==> config.mk <==
export PLATFORM = sky130hd
export DESIGN_NAME = etapa_fetch
export DESIGN_NICKNAME = d
export VERILOG_FILES = /design/src/rtl/mips_pkg.sv /design/src/rtl/fifo_fetch.sv /design/src/rtl/etapa_fetch.sv
export SDC_FILE = /design/constraint.sdc
export NUM_CORES = 1
export LEC_CHECK = 0
export BUFFER_PORTS_ARGS = -buffer_cell sky130_fd_sc_hd__buf_2
export CAP_MARGIN = 20
export CORE_MARGIN = 3
export CORE_UTILIZATION = 58
export CTS_CLUSTER_DIAMETER = 80
export DETAILED_ROUTE_END_ITERATION = 10
export GPL_ROUTABILITY_DRIVEN = 0
export PLACE_DENSITY = 0.8
export SLEW_MARGIN = 40
export SYNTH_ARGS = -nofsm -noshare
export SYNTH_HDL_FRONTEND = slang
export SYNTH_SLANG_ARGS = --single-unit
==> constraint.sdc <==
create_clock -name i_clock -period 6.6 [get_ports i_clock]
set_clock_uncertainty 0.05 [all_clocks]
set_input_delay 0.66 -clock i_clock [delete_from_list [all_inputs] [get_ports i_clock]]
set_output_delay 0.66 -clock i_clock [all_outputs]
set_load 0.02 [all_outputs]
==> src/rtl/mips_pkg.sv <==
// Shared MIPS pipeline definitions: fetch FSM encoding, instruction and
// program-memory geometry, and small elaboration-time helpers.
package mips_pkg;

    localparam int unsigned LONG_INSTRUCCION         = 32;
    localparam int unsigned ADDR_MEM_PROGRAMA_LENGTH = 11;
    localparam logic [LONG_INSTRUCCION-1:0] HALT_OPCODE = '0;

    typedef enum logic [1:0] {
        IDLE   = 2'd0,
        RUN    = 2'd1,
        HALTED = 2'd2
    } fetch_state_t;

    // Pointer width for a circular buffer; a single-entry buffer still needs one bit.
    function automatic int ptr_width(input int depth);
        return (depth > 1) ? $clog2(depth) : 1;
    endfunction

endpackage

==> src/rtl/fifo_fetch.sv <==
// Synchronous FIFO used as the fetch-stage output buffer; flush empties it in
// one cycle and takes precedence over push/pop.
module fifo_fetch #(
    parameter int WIDTH = 43,
    parameter int DEPTH = 3,
    parameter int CNT_W = $clog2(DEPTH + 1)
) (
    input  logic             clock,
    input  logic             reset,
    input  logic             flush,
    input  logic             push,
    input  logic             pop,
    input  logic [WIDTH-1:0] wr_data,
    output logic [WIDTH-1:0] rd_data,
    output logic             full,
    output logic             empty,
    output logic [CNT_W-1:0] count
);
    import mips_pkg::*;

    localparam int PTR_W = ptr_width(DEPTH);

    logic [WIDTH-1:0] mem [DEPTH];
    logic [PTR_W-1:0] wr_ptr;
    logic [PTR_W-1:0] rd_ptr;
    logic             do_push;
    logic             do_pop;

    function automatic logic [PTR_W-1:0] next_ptr(input logic [PTR_W-1:0] p);
        return (p == PTR_W'(DEPTH - 1)) ? '0 : p + PTR_W'(1);
    endfunction

    assign full    = (count == CNT_W'(DEPTH));
    assign empty   = (count == '0);
    assign do_pop  = pop && !empty;
    assign do_push = push && (!full || do_pop);
    assign rd_data = mem[rd_ptr];

    always_ff @(posedge clock or posedge reset) begin
        if (reset) begin
            wr_ptr <= '0;
            rd_ptr <= '0;
            count  <= '0;
            for (int i = 0; i < DEPTH; i++) begin
                mem[i] <= '0;
            end
        end else if (flush) begin
            wr_ptr <= '0;
            rd_ptr <= '0;
            count  <= '0;
        end else begin
            if (do_push) begin
                mem[wr_ptr] <= wr_data;
                wr_ptr      <= next_ptr(wr_ptr);
            end
            if (do_pop) begin
                rd_ptr <= next_ptr(rd_ptr);
            end
            case ({do_push, do_pop})
                2'b10:   count <= count + CNT_W'(1);
                2'b01:   count <= count - CNT_W'(1);
                default: count <= count;
            endcase
        end
    end

endmodule

==> src/rtl/etapa_fetch.sv <==
// MIPS instruction-fetch stage: issues program-memory reads, tracks them through
// the memory latency and presents {instruction, PC+1} to IF/ID with valid/stall.
module etapa_fetch #(
    parameter int ADDR_LENGTH      = mips_pkg::ADDR_MEM_PROGRAMA_LENGTH,
    parameter int LONG_INSTRUCCION = mips_pkg::LONG_INSTRUCCION,
    parameter logic [LONG_INSTRUCCION-1:0] HALT_OPCODE = LONG_INSTRUCCION'(mips_pkg::HALT_OPCODE),
    parameter int MEM_LATENCY      = 2
) (
    input  logic                        i_clock,
    input  logic                        i_reset,
    input  logic                        i_soft_reset,
    input  logic                        i_enable,
    input  logic                        i_modo_ejecucion,
    input  logic                        i_step,
    input  logic                        i_stall,
    input  logic                        i_redirect,
    input  logic [ADDR_LENGTH-1:0]      i_redirect_addr,
    input  logic [LONG_INSTRUCCION-1:0] i_instruccion,
    output logic [ADDR_LENGTH-1:0]      o_addr_mem_programa,
    output logic [LONG_INSTRUCCION-1:0] o_instruccion,
    output logic [ADDR_LENGTH-1:0]      o_pc_next,
    output logic                        o_valid,
    output logic                        o_halt,
    output logic                        o_soft_reset_ack
);
    import mips_pkg::*;

    localparam int BUF_DEPTH = MEM_LATENCY + 1;
    localparam int BUF_CNT_W = $clog2(BUF_DEPTH + 1);
    localparam int OCC_W     = $clog2(2 * MEM_LATENCY + 2);
    localparam int BUF_W     = LONG_INSTRUCCION + ADDR_LENGTH;

    fetch_state_t state;
    fetch_state_t state_next;

    logic [ADDR_LENGTH-1:0] pc;
    logic [MEM_LATENCY-1:0] fly_valid;
    logic [ADDR_LENGTH-1:0] fly_pc [MEM_LATENCY];
    logic [OCC_W-1:0]       fly_count;
    logic [OCC_W-1:0]       occupancy;

    logic                   step_credit;
    logic                   halt_flag;
    logic                   ack_flag;

    logic                   buf_full;
    logic                   buf_empty;
    logic [BUF_CNT_W-1:0]   buf_count;
    logic [BUF_W-1:0]       buf_head;
    logic                   buf_push;

    logic                   transfer;
    logic                   halt_transfer;
    logic                   flush;
    logic                   issue;

    assign o_addr_mem_programa = pc;
    assign o_halt              = halt_flag;
    assign o_soft_reset_ack    = ack_flag;
    assign o_instruccion       = buf_head[BUF_W-1:ADDR_LENGTH];
    assign o_pc_next           = buf_head[ADDR_LENGTH-1:0];

    assign o_valid       = !buf_empty && (state != HALTED) && (!i_modo_ejecucion || step_credit);
    assign transfer      = o_valid && !i_stall;
    assign halt_transfer = transfer && (o_instruccion == HALT_OPCODE);
    assign flush         = i_soft_reset || halt_transfer || i_redirect;

    always_comb begin
        fly_count = '0;
        for (int i = 0; i < MEM_LATENCY; i++) begin
            fly_count = fly_count + OCC_W'(fly_valid[i]);
        end
    end

    // The entry leaving the buffer this cycle frees its slot immediately, which
    // keeps the loop at one issue per cycle while never overfilling the buffer.
    assign occupancy = fly_count + OCC_W'(buf_count) - OCC_W'(transfer);
    assign issue     = (state == RUN) && !flush && (occupancy < OCC_W'(BUF_DEPTH));
    assign buf_push  = fly_valid[MEM_LATENCY-1] && !flush && (!buf_full || transfer);

    always_ff @(posedge i_clock or posedge i_reset) begin
        if (i_reset) begin
            state <= IDLE;
        end else begin
            state <= state_next;
        end
    end

    always_comb begin
        state_next = state;
        unique case (state)
            IDLE:    if (i_enable) state_next = RUN;
            RUN:     if (halt_transfer) state_next = HALTED;
            HALTED:  state_next = HALTED;
            default: state_next = IDLE;
        endcase
        if (i_soft_reset) begin
            state_next = IDLE;
        end
    end

    // In-flight shift line: slot 0 holds the address issued last cycle and the
    // last slot lines up with the data the memory returns this cycle.
    always_ff @(posedge i_clock or posedge i_reset) begin
        if (i_reset) begin
            pc        <= '0;
            fly_valid <= '0;
            for (int i = 0; i < MEM_LATENCY; i++) begin
                fly_pc[i] <= '0;
            end
        end else if (i_soft_reset) begin
            pc        <= '0;
            fly_valid <= '0;
        end else if (halt_transfer) begin
            fly_valid <= '0;
        end else if (i_redirect) begin
            fly_valid <= '0;
            pc        <= i_redirect_addr;
        end else begin
            fly_valid[0] <= issue;
            fly_pc[0]    <= pc;
            for (int i = 1; i < MEM_LATENCY; i++) begin
                fly_valid[i] <= fly_valid[i-1];
                fly_pc[i]    <= fly_pc[i-1];
            end
            if (issue) begin
                pc <= pc + ADDR_LENGTH'(1);
            end
        end
    end

    always_ff @(posedge i_clock or posedge i_reset) begin
        if (i_reset) begin
            halt_flag   <= 1'b0;
            step_credit <= 1'b0;
            ack_flag    <= 1'b0;
        end else begin
            ack_flag <= i_soft_reset;
            if (i_soft_reset) begin
                halt_flag   <= 1'b0;
                step_credit <= 1'b0;
            end else begin
                if (halt_transfer) begin
                    halt_flag <= 1'b1;
                end
                if (transfer) begin
                    step_credit <= 1'b0;
                end else if (i_step) begin
                    step_credit <= 1'b1;
                end
            end
        end
    end

    fifo_fetch #(
        .WIDTH (BUF_W),
        .DEPTH (BUF_DEPTH),
        .CNT_W (BUF_CNT_W)
    ) u_fifo_fetch (
        .clock   (i_clock),
        .reset   (i_reset),
        .flush   (flush),
        .push    (buf_push),
        .pop     (transfer),
        .wr_data ({i_instruccion, fly_pc[MEM_LATENCY-1] + ADDR_LENGTH'(1)}),
        .rd_data (buf_head),
        .full    (buf_full),
        .empty   (buf_empty),
        .count   (buf_count)
    );

endmodule

### Word level (Yosys, flattened, before mapping)

Cells that the tools add are included.
W data, S select, Z words.

* register bits: 175
* input bits: 51
* output and inout port bits: 57
* word-level logic and storage cells: 108

* $add $sub $neg: 9
* magnitude comparators: 4
* equality and inequality tests: 11
* mux-type cells: 30
* bitwise gates (word level): 6
* reductions and logical operators: 34

Operator list (count)
* $bwmux W129: 1
* $mux W43: 3
* $bmux W43 S2: 1
* $demux W43 S2: 1
* $mux W11: 4
* $logic_not A32 Y1: 1
* $mux W2: 13
* $add A11 B1 Y11 const B: 2
* $logic_and A1 B1 Y1: 11
* $eq A2 B2 Y1 const B: 5
* $reduce_bool A3 Y1: 3
* $add A2 B1 Y2 const B: 3
* $ge A3 B3 Y1 const B: 2
* $ne A3 B3 Y1 const B: 2
* $not A2 Y3: 2
* $pmux W2 S3: 1
* $reduce_and A2 Y1: 3
* $reduce_bool A2 Y1: 3
* $logic_not A1 Y1: 5
* $logic_or A1 B1 Y1: 5
* $mux W1: 5
* $eq A2 B1 Y1 const B: 2
* $logic_not A2 Y1: 2
* $ne A2 B2 Y1 const B: 2
* 9 further kinds: 12

### Depth between registers and ports, before layout

* depth in word-level cells: 15
* gate-level depth with buffers: 16
* depth with buffers taken out: 14

### Cells and area by module

Synthesis repeated with hierarchy kept, for this count alone.

* cell total of the unflattened synthesis: 674
* area, all modules: 8839.7 µm²

By module, submodules not included
* fifo_fetch: instances 1, cells an instance 457, area an instance 6518.8 µm², sequential area each 3378.2 µm²
* etapa_fetch: instances 1, cells an instance 217, area an instance 2321.0 µm², sequential area each 1001.0 µm²

### Worst setup path after synthesis

OpenSTA, ideal clock, no wires.

* path kind: input port to flip-flop
* start point: in i_modo_ejecucion
* end point: reg pc[5] (netlist: o_addr_mem_programa[5])
* setup time: 0.123 ns
* arrival time: 3.169 ns
* data required time: 6.427 ns
* path slack: 3.258 ns
* stages on the path: 15
* path buffers: 2
* cell sequence: inv_1 -> o22ai_1 -> or3_1 -> buf_2 -> inv_2 -> ha_1 -> fa_1 -> inv_1 -> fa_1 -> nand2b_1 -> nand3_1 -> nand2_1 -> o31ai_4 -> buf_4 -> o221a_1

* word-level cells in the longest chain between the ends: 12
* elaborated cells between the ends (all ways): 15
* classes of those cells: add/sub: 1; order compare: 1; eq/ne: 1; reduce/logical: 12

Ends and longest elaborated chain
* start, declared: RTL line etapa_fetch.sv:13 `input logic i_modo_ejecucion,`
* $logic_not A1 Y1 *: RTL line etapa_fetch.sv:63 `assign o_valid = !buf_empty && (state != HALTED) && (!i_modo_ejecucion || step_credit);`
* $logic_or A1 B1 Y1 *: RTL line etapa_fetch.sv:63
* $logic_and A1 B1 Y1 *: RTL line etapa_fetch.sv:63
* $logic_and A1 B1 Y1 *: RTL line etapa_fetch.sv:64 `assign transfer = o_valid && !i_stall;`
* parallel branches: the longest is 7 deep, another holds $sub A3 B1 Y3
* $reduce_and A2 Y1 (no source line) *
* end signal, assigned: RTL line etapa_fetch.sv:118 `pc <= i_redirect_addr;`
* end signal, assigned: RTL line etapa_fetch.sv:127 `pc <= pc + ADDR_LENGTH'(1);`
* end, declared: RTL line etapa_fetch.sv:36 `logic [ADDR_LENGTH-1:0] pc;`

Mark *: on every way between the ends.
A chain may end at the register's enable or synchronous reset.

### Worst setup path in the final report

* start point: reg u_fifo_fetch.rd_ptr[0]
* end point: reg u_fifo_fetch.mem[127] (netlist name)

* word-level cells in the longest chain between the ends: 13
* elaborated cells between the ends (all ways): 14
* classes of those cells: mux: 3; bitwise: 2; reduce/logical: 9

Ends and longest elaborated chain
* start, declared: RTL line fifo_fetch.sv:25 `logic [PTR_W-1:0] rd_ptr;`
* start signal, assigned: RTL line fifo_fetch.sv:57 `rd_ptr <= next_ptr(rd_ptr);`
* $not A2 Y3 (not written as such) *: RTL line fifo_fetch.sv:37 `assign rd_data = mem[rd_ptr];`
* $bmux W43 S2 *: RTL line fifo_fetch.sv:37
* $mux W43 (not written as such) * (2 in a row): RTL line fifo_fetch.sv:37
* $logic_not A32 Y1 *: RTL line etapa_fetch.sv:65 `assign halt_transfer = transfer && (o_instruccion == HALT_OPCODE);`
* $logic_and A1 B1 Y1 *: RTL line etapa_fetch.sv:65
* $logic_or A1 B1 Y1 * (2 in a row): RTL line etapa_fetch.sv:66 `assign flush = i_soft_reset || halt_transfer || i_redirect;`
* $logic_not A1 Y1: RTL line etapa_fetch.sv:79 `assign buf_push = fly_valid[MEM_LATENCY-1] && !flush && (!buf_full || transfer);`
* $logic_and A1 B1 Y1 (2 in a row): RTL line etapa_fetch.sv:79
* $logic_and A1 B1 Y1: RTL line fifo_fetch.sv:36 `assign do_push = push && (!full || do_pop);`
* $reduce_and A2 Y1 (no source line) *
* end signal, assigned by index: RTL line fifo_fetch.sv:53 `mem[wr_ptr] <= wr_data;`
* end, declared: RTL line fifo_fetch.sv:23 `logic [WIDTH-1:0] mem [DEPTH];`

Mark *: on every way between the ends. The rest lies on a longest branch, timed or not. The select of a mux whose other input is x is not followed.

==> summary.txt <==
GRT
  • Remaining Overflow, GRT: 0
  • Tot GR Track Use: between 20% and 30%
  • Pin count of the biggest net entering global routing: a little under 100
  • First-pass GRT wire length: roughly 33,000 microns
  • Initial antenna violation count: 0
  • Number of global-route vias before repair: 5,942

Critical path
  • Worst-path maximum fanout: 47
  • CP Capture Type: flop
  • WP data required: about 7 ns
  • R2R Setup Slk: 2.31 ns
  • Worst Setup EP: u_fifo_fetch.mem[127]
  • Origin of the worst setup path: u_fifo_fetch.rd_ptr[0]
  • Reg2Reg Depth: 11
  • Reg2Reg Launch Point: u_fifo_fetch.rd_ptr[0]
  • Critical path type: flop to flop
  • Reg2Reg Capture Point: u_fifo_fetch.mem[127]
  • CP arrival: 4.55 ns
  • Type of origin of the critical path: flop

Synth
  • Top-count cell post-synth: dfrtp_1
  • Asr flop ratio synth: 100%
  • Post-synth top cells: 175 x dfrtp_1, 117 x mux2_4, 53 x mux2i_1, 30 x o2bb2ai_1, 26 x nand2_1
  • Number of enable flip-flop cells after synthesis: 0
  • FF+latch count, synth: between 150 and 200
  • Synthesized area: ~8800 sq um
  • Sequential cell area fraction in the yosys report: between 40% and 50%
  • Synth area leader: dfrtp_1
  • Ys Warns: 0
  • Area share of the largest cell type after synthesis: ~50%
  • Synthesized Nets: 703
  • Cell count after synthesis: between 600 and 700
  • Ys flop type: dfrtp_1
  • Synth area leaders: dfrtp_1 50%, mux2_4 20%, mux2i_1 6.1%, o2bb2ai_1 3.0%, mux2_2 2.8%
  • Synth cell types: 45
  • Mean Syn Cell Area: approximately 14 sq um

Pwr
  • Power Density: between 200 and 300 nW/um^2
  • Pleak: 4.70 nW
  • Power, Total: 2.77 mW
  • VDD IR-drop max: about 0.2 mV

Drt
  • Post-DRT Antenna Nets: 0
  • Via density per instance: between 6 and 7
  • Via Count: ~5,600
  • Post-DR wirelength/cell: between 20 and 25 microns
  • Initial detailed-routing violation count: 421
  • TritonRoute pass-1 iters: 6
  • Drt total wl: ~20,000 microns
  • Drt drc: 0

CTS
  • Post-CTS setup buffer count: 0
  • Clock tree from TritonCTS: built
  • CTS max path bufs: 2
  • CTS clk-pin slew, worst paths: 0.06 ns
  • CTS Root Cell: clkbuf_16
  • Sink Count: 175
  • Clock Latency Late Sink: between 0.4 and 0.5 ns
  • # resized after CTS: 0
  • CTS Hold Buffers Added: 0
  • Clock buffer count from CTS: 17
  • H-tree depth: 4

Layout
  • Area Overhead vs Synth: 13.4%
  • # fillers: between 1,000 and 1,500
  • Diodes inserted: 0
  • Footprint of the multi-input gates: just over 4000 sq um
  • Reg area: ~4400 sq um
  • Layout cell share with drive strength beyond 1: ~40%
  • Fin nets: ~800

Flow run
  • Max_cap viols: 0

Floorplan
  • IO Pins: ~110
  • Initial Utilization: 59.9%
  • Area of the core: between 10,000 and 15,000 sq um
  • Die width: between 100 and 150 microns
  • Die span in y: around 130 microns
  • Die area: around 17,000 sq um
  • Row count: 44

STA
  • Max-Slew Margin vs Limit: about 42%
  • Total negative slack for setup checks: 0 ns
  • F_max: 233 MHz
  • Final Cycle Share: 65.0%
  • Final Max Slew Viols: 0
  • RSZ-0062 raised after global routing: false
  • Slew @ Worst Pin: 0.863 ns
  • Minimum period implied by the final worst setup slack: around 4.3 ns
  • Setup violators final: 0
  • Hold Violations, Final: 0

Hold path
  • Worst min-delay path class: input pin to asynchronous set/reset pin

Outcome
  • Status: finished, final reports clean

Placed design
  • Count of input and output buffers: 107
  • DP HPWL: 13,200 microns
==> power by group <==
part / switching [mW] / internal, mW / leakage, nW
clock network: 0.430 / 0.551 / 0.275
logic: 0.324 / 0.228 / 2.03
registers: 0.0747 / 1.16 / 2.39
total: 0.829 / 1.94 / 4.70
==> worst min-delay path by stage <==
stage          depth (start not counted)                     to                   from  slack, ns
2_1_floorplan                          1  u_fifo_fetch.mem[126]  u_fifo_fetch.mem[126]       0.41
3_3_place_gp                           1  u_fifo_fetch.mem[126]  u_fifo_fetch.mem[126]       0.42
3_5_place_dp                           1  u_fifo_fetch.mem[127]  u_fifo_fetch.mem[127]       0.43
4_1_cts                                2   u_fifo_fetch.mem[96]                i_reset       0.32
5_1_grt                                2   u_fifo_fetch.mem[93]                i_reset       0.35
6_report                               2    u_fifo_fetch.mem[3]                i_reset       0.30
==> routing by layer <==
metal | track usage (%) | routed length, microns | vias to the layer above | share of wire [%]
li1 | - | - | 2506 | -
met4 | 9.26 | 607 | 0 | 3.0
met2 | 39.4 | 9760 | 183 | 49
met3 | 5.40 | 866 | 48 | 4.3
met1 | 34.2 | 8770 | 2900 | 44
met5 | 0 | 0 | - | 0
==> metrics by stage <==
step	setup WS, ns	utilization, %	cells	area [sq um]	hold slack (ns)
3_3_place_gp	1.74	63.5	901	9300	0.416
4_1_cts	1.76	67.7	934	9920	0.319
6_report	2.31	67.9	935	9940	0.305
3_5_place_dp	1.82	63.8	902	9340	0.428
2_1_floorplan	1.14	-	643	8770	0.407
5_1_grt	2.12	67.9	935	9940	0.353
==> layout by cell type, fill, tap and decap left out, types with 2 or more instances in the layout <==
| master | netlist | routed |
|---|---|---|
| dfrtp_1 | 175 | 174 |
| mux2_4 | 117 | 117 |
| buf_2 | 6 | 107 |
| mux2i_1 | 53 | 53 |
| o2bb2ai_1 | 30 | 30 |
| nand2_1 | 26 | 26 |
| nor2_1 | 22 | 22 |
| mux2_2 | 22 | 22 |
| nand3_1 | 18 | 18 |
| clkbuf_16 | 0 | 17 |
| o21ai_0 | 16 | 16 |
| inv_1 | 17 | 16 |
| nor3_1 | 15 | 15 |
| a21oi_1 | 14 | 14 |
| mux2_1 | 9 | 9 |
| xnor2_1 | 8 | 8 |
| ha_1 | 7 | 7 |
| buf_4 | 4 | 6 |
| nor4_2 | 4 | 4 |
| nand4_1 | 4 | 4 |
| xor2_1 | 4 | 4 |
| o221a_1 | 4 | 4 |
| a31oi_1 | 4 | 4 |
| and3_1 | 6 | 4 |
| clkinvlp_4 | 0 | 4 |
| nor4_1 | 3 | 3 |
| clkinv_2 | 0 | 3 |
| clkbuf_8 | 0 | 3 |
| or3_1 | 2 | 2 |
| a22oi_1 | 2 | 2 |
| o32ai_1 | 2 | 2 |
| and4_1 | 2 | 2 |
| fa_1 | 2 | 2 |
| inv_6 | 0 | 2 |
| clkinv_4 | 0 | 2 |
==> kinds of logic (layout without fill, tap and decap cells) <==
kind of cell	Yosys count	in the layout	share of synthesized area, %
xor gates and xnor gates	12	12	1.20
DFF	175	175	50.0
muxes	201	201	30.1
AOI/OAI and AO/OA	79	79	6.79
and+or+nand+nor	109	109	6.34
buffers and inverters	58	166	4.20
adders and majority gates	9	9	1.46
==> worst max-delay path: stages, from the launching register on <==
cell and delay [ns]:
dfrtp_1 0.32, buf_4 0.44, nor2b_4 0.65, buf_16 0.24
o2bb2ai_1 0.16, nor4_1 0.12, and4_1 0.24, a31oi_4 0.35
buf_8 0.23, and2_4 0.50, buf_4 0.46, mux2_1 0.36
==> area by class of cell <==
| class | count | area share, % |
|---|---|---|
| Timing Repair Buffer | 116 | 6.38 |
| Sequential cell | 175 | 44.1 |
| Inverter | 18 | 0.755 |
| Multi-Input combinational cell | 410 | 40.7 |
| Clock inverter | 12 | 1.11 |
| Clock buffer | 20 | 4.70 |
| Tap cell | 184 | 2.32 |
==> sequential cells by signal (all words and copies together), names as in the netlist <==
name	flops
o_soft_reset_ack	1
u_fifo_fetch.wr_ptr	2
step_credit	1
o_addr_mem_programa	11
u_fifo_fetch.rd_ptr	2
u_fifo_fetch.mem	129
state	2
o_halt	1
u_fifo_fetch.count	2
fly_valid	2
fly_pc	22
No activity file was read; power rests on OpenSTA's default activity.
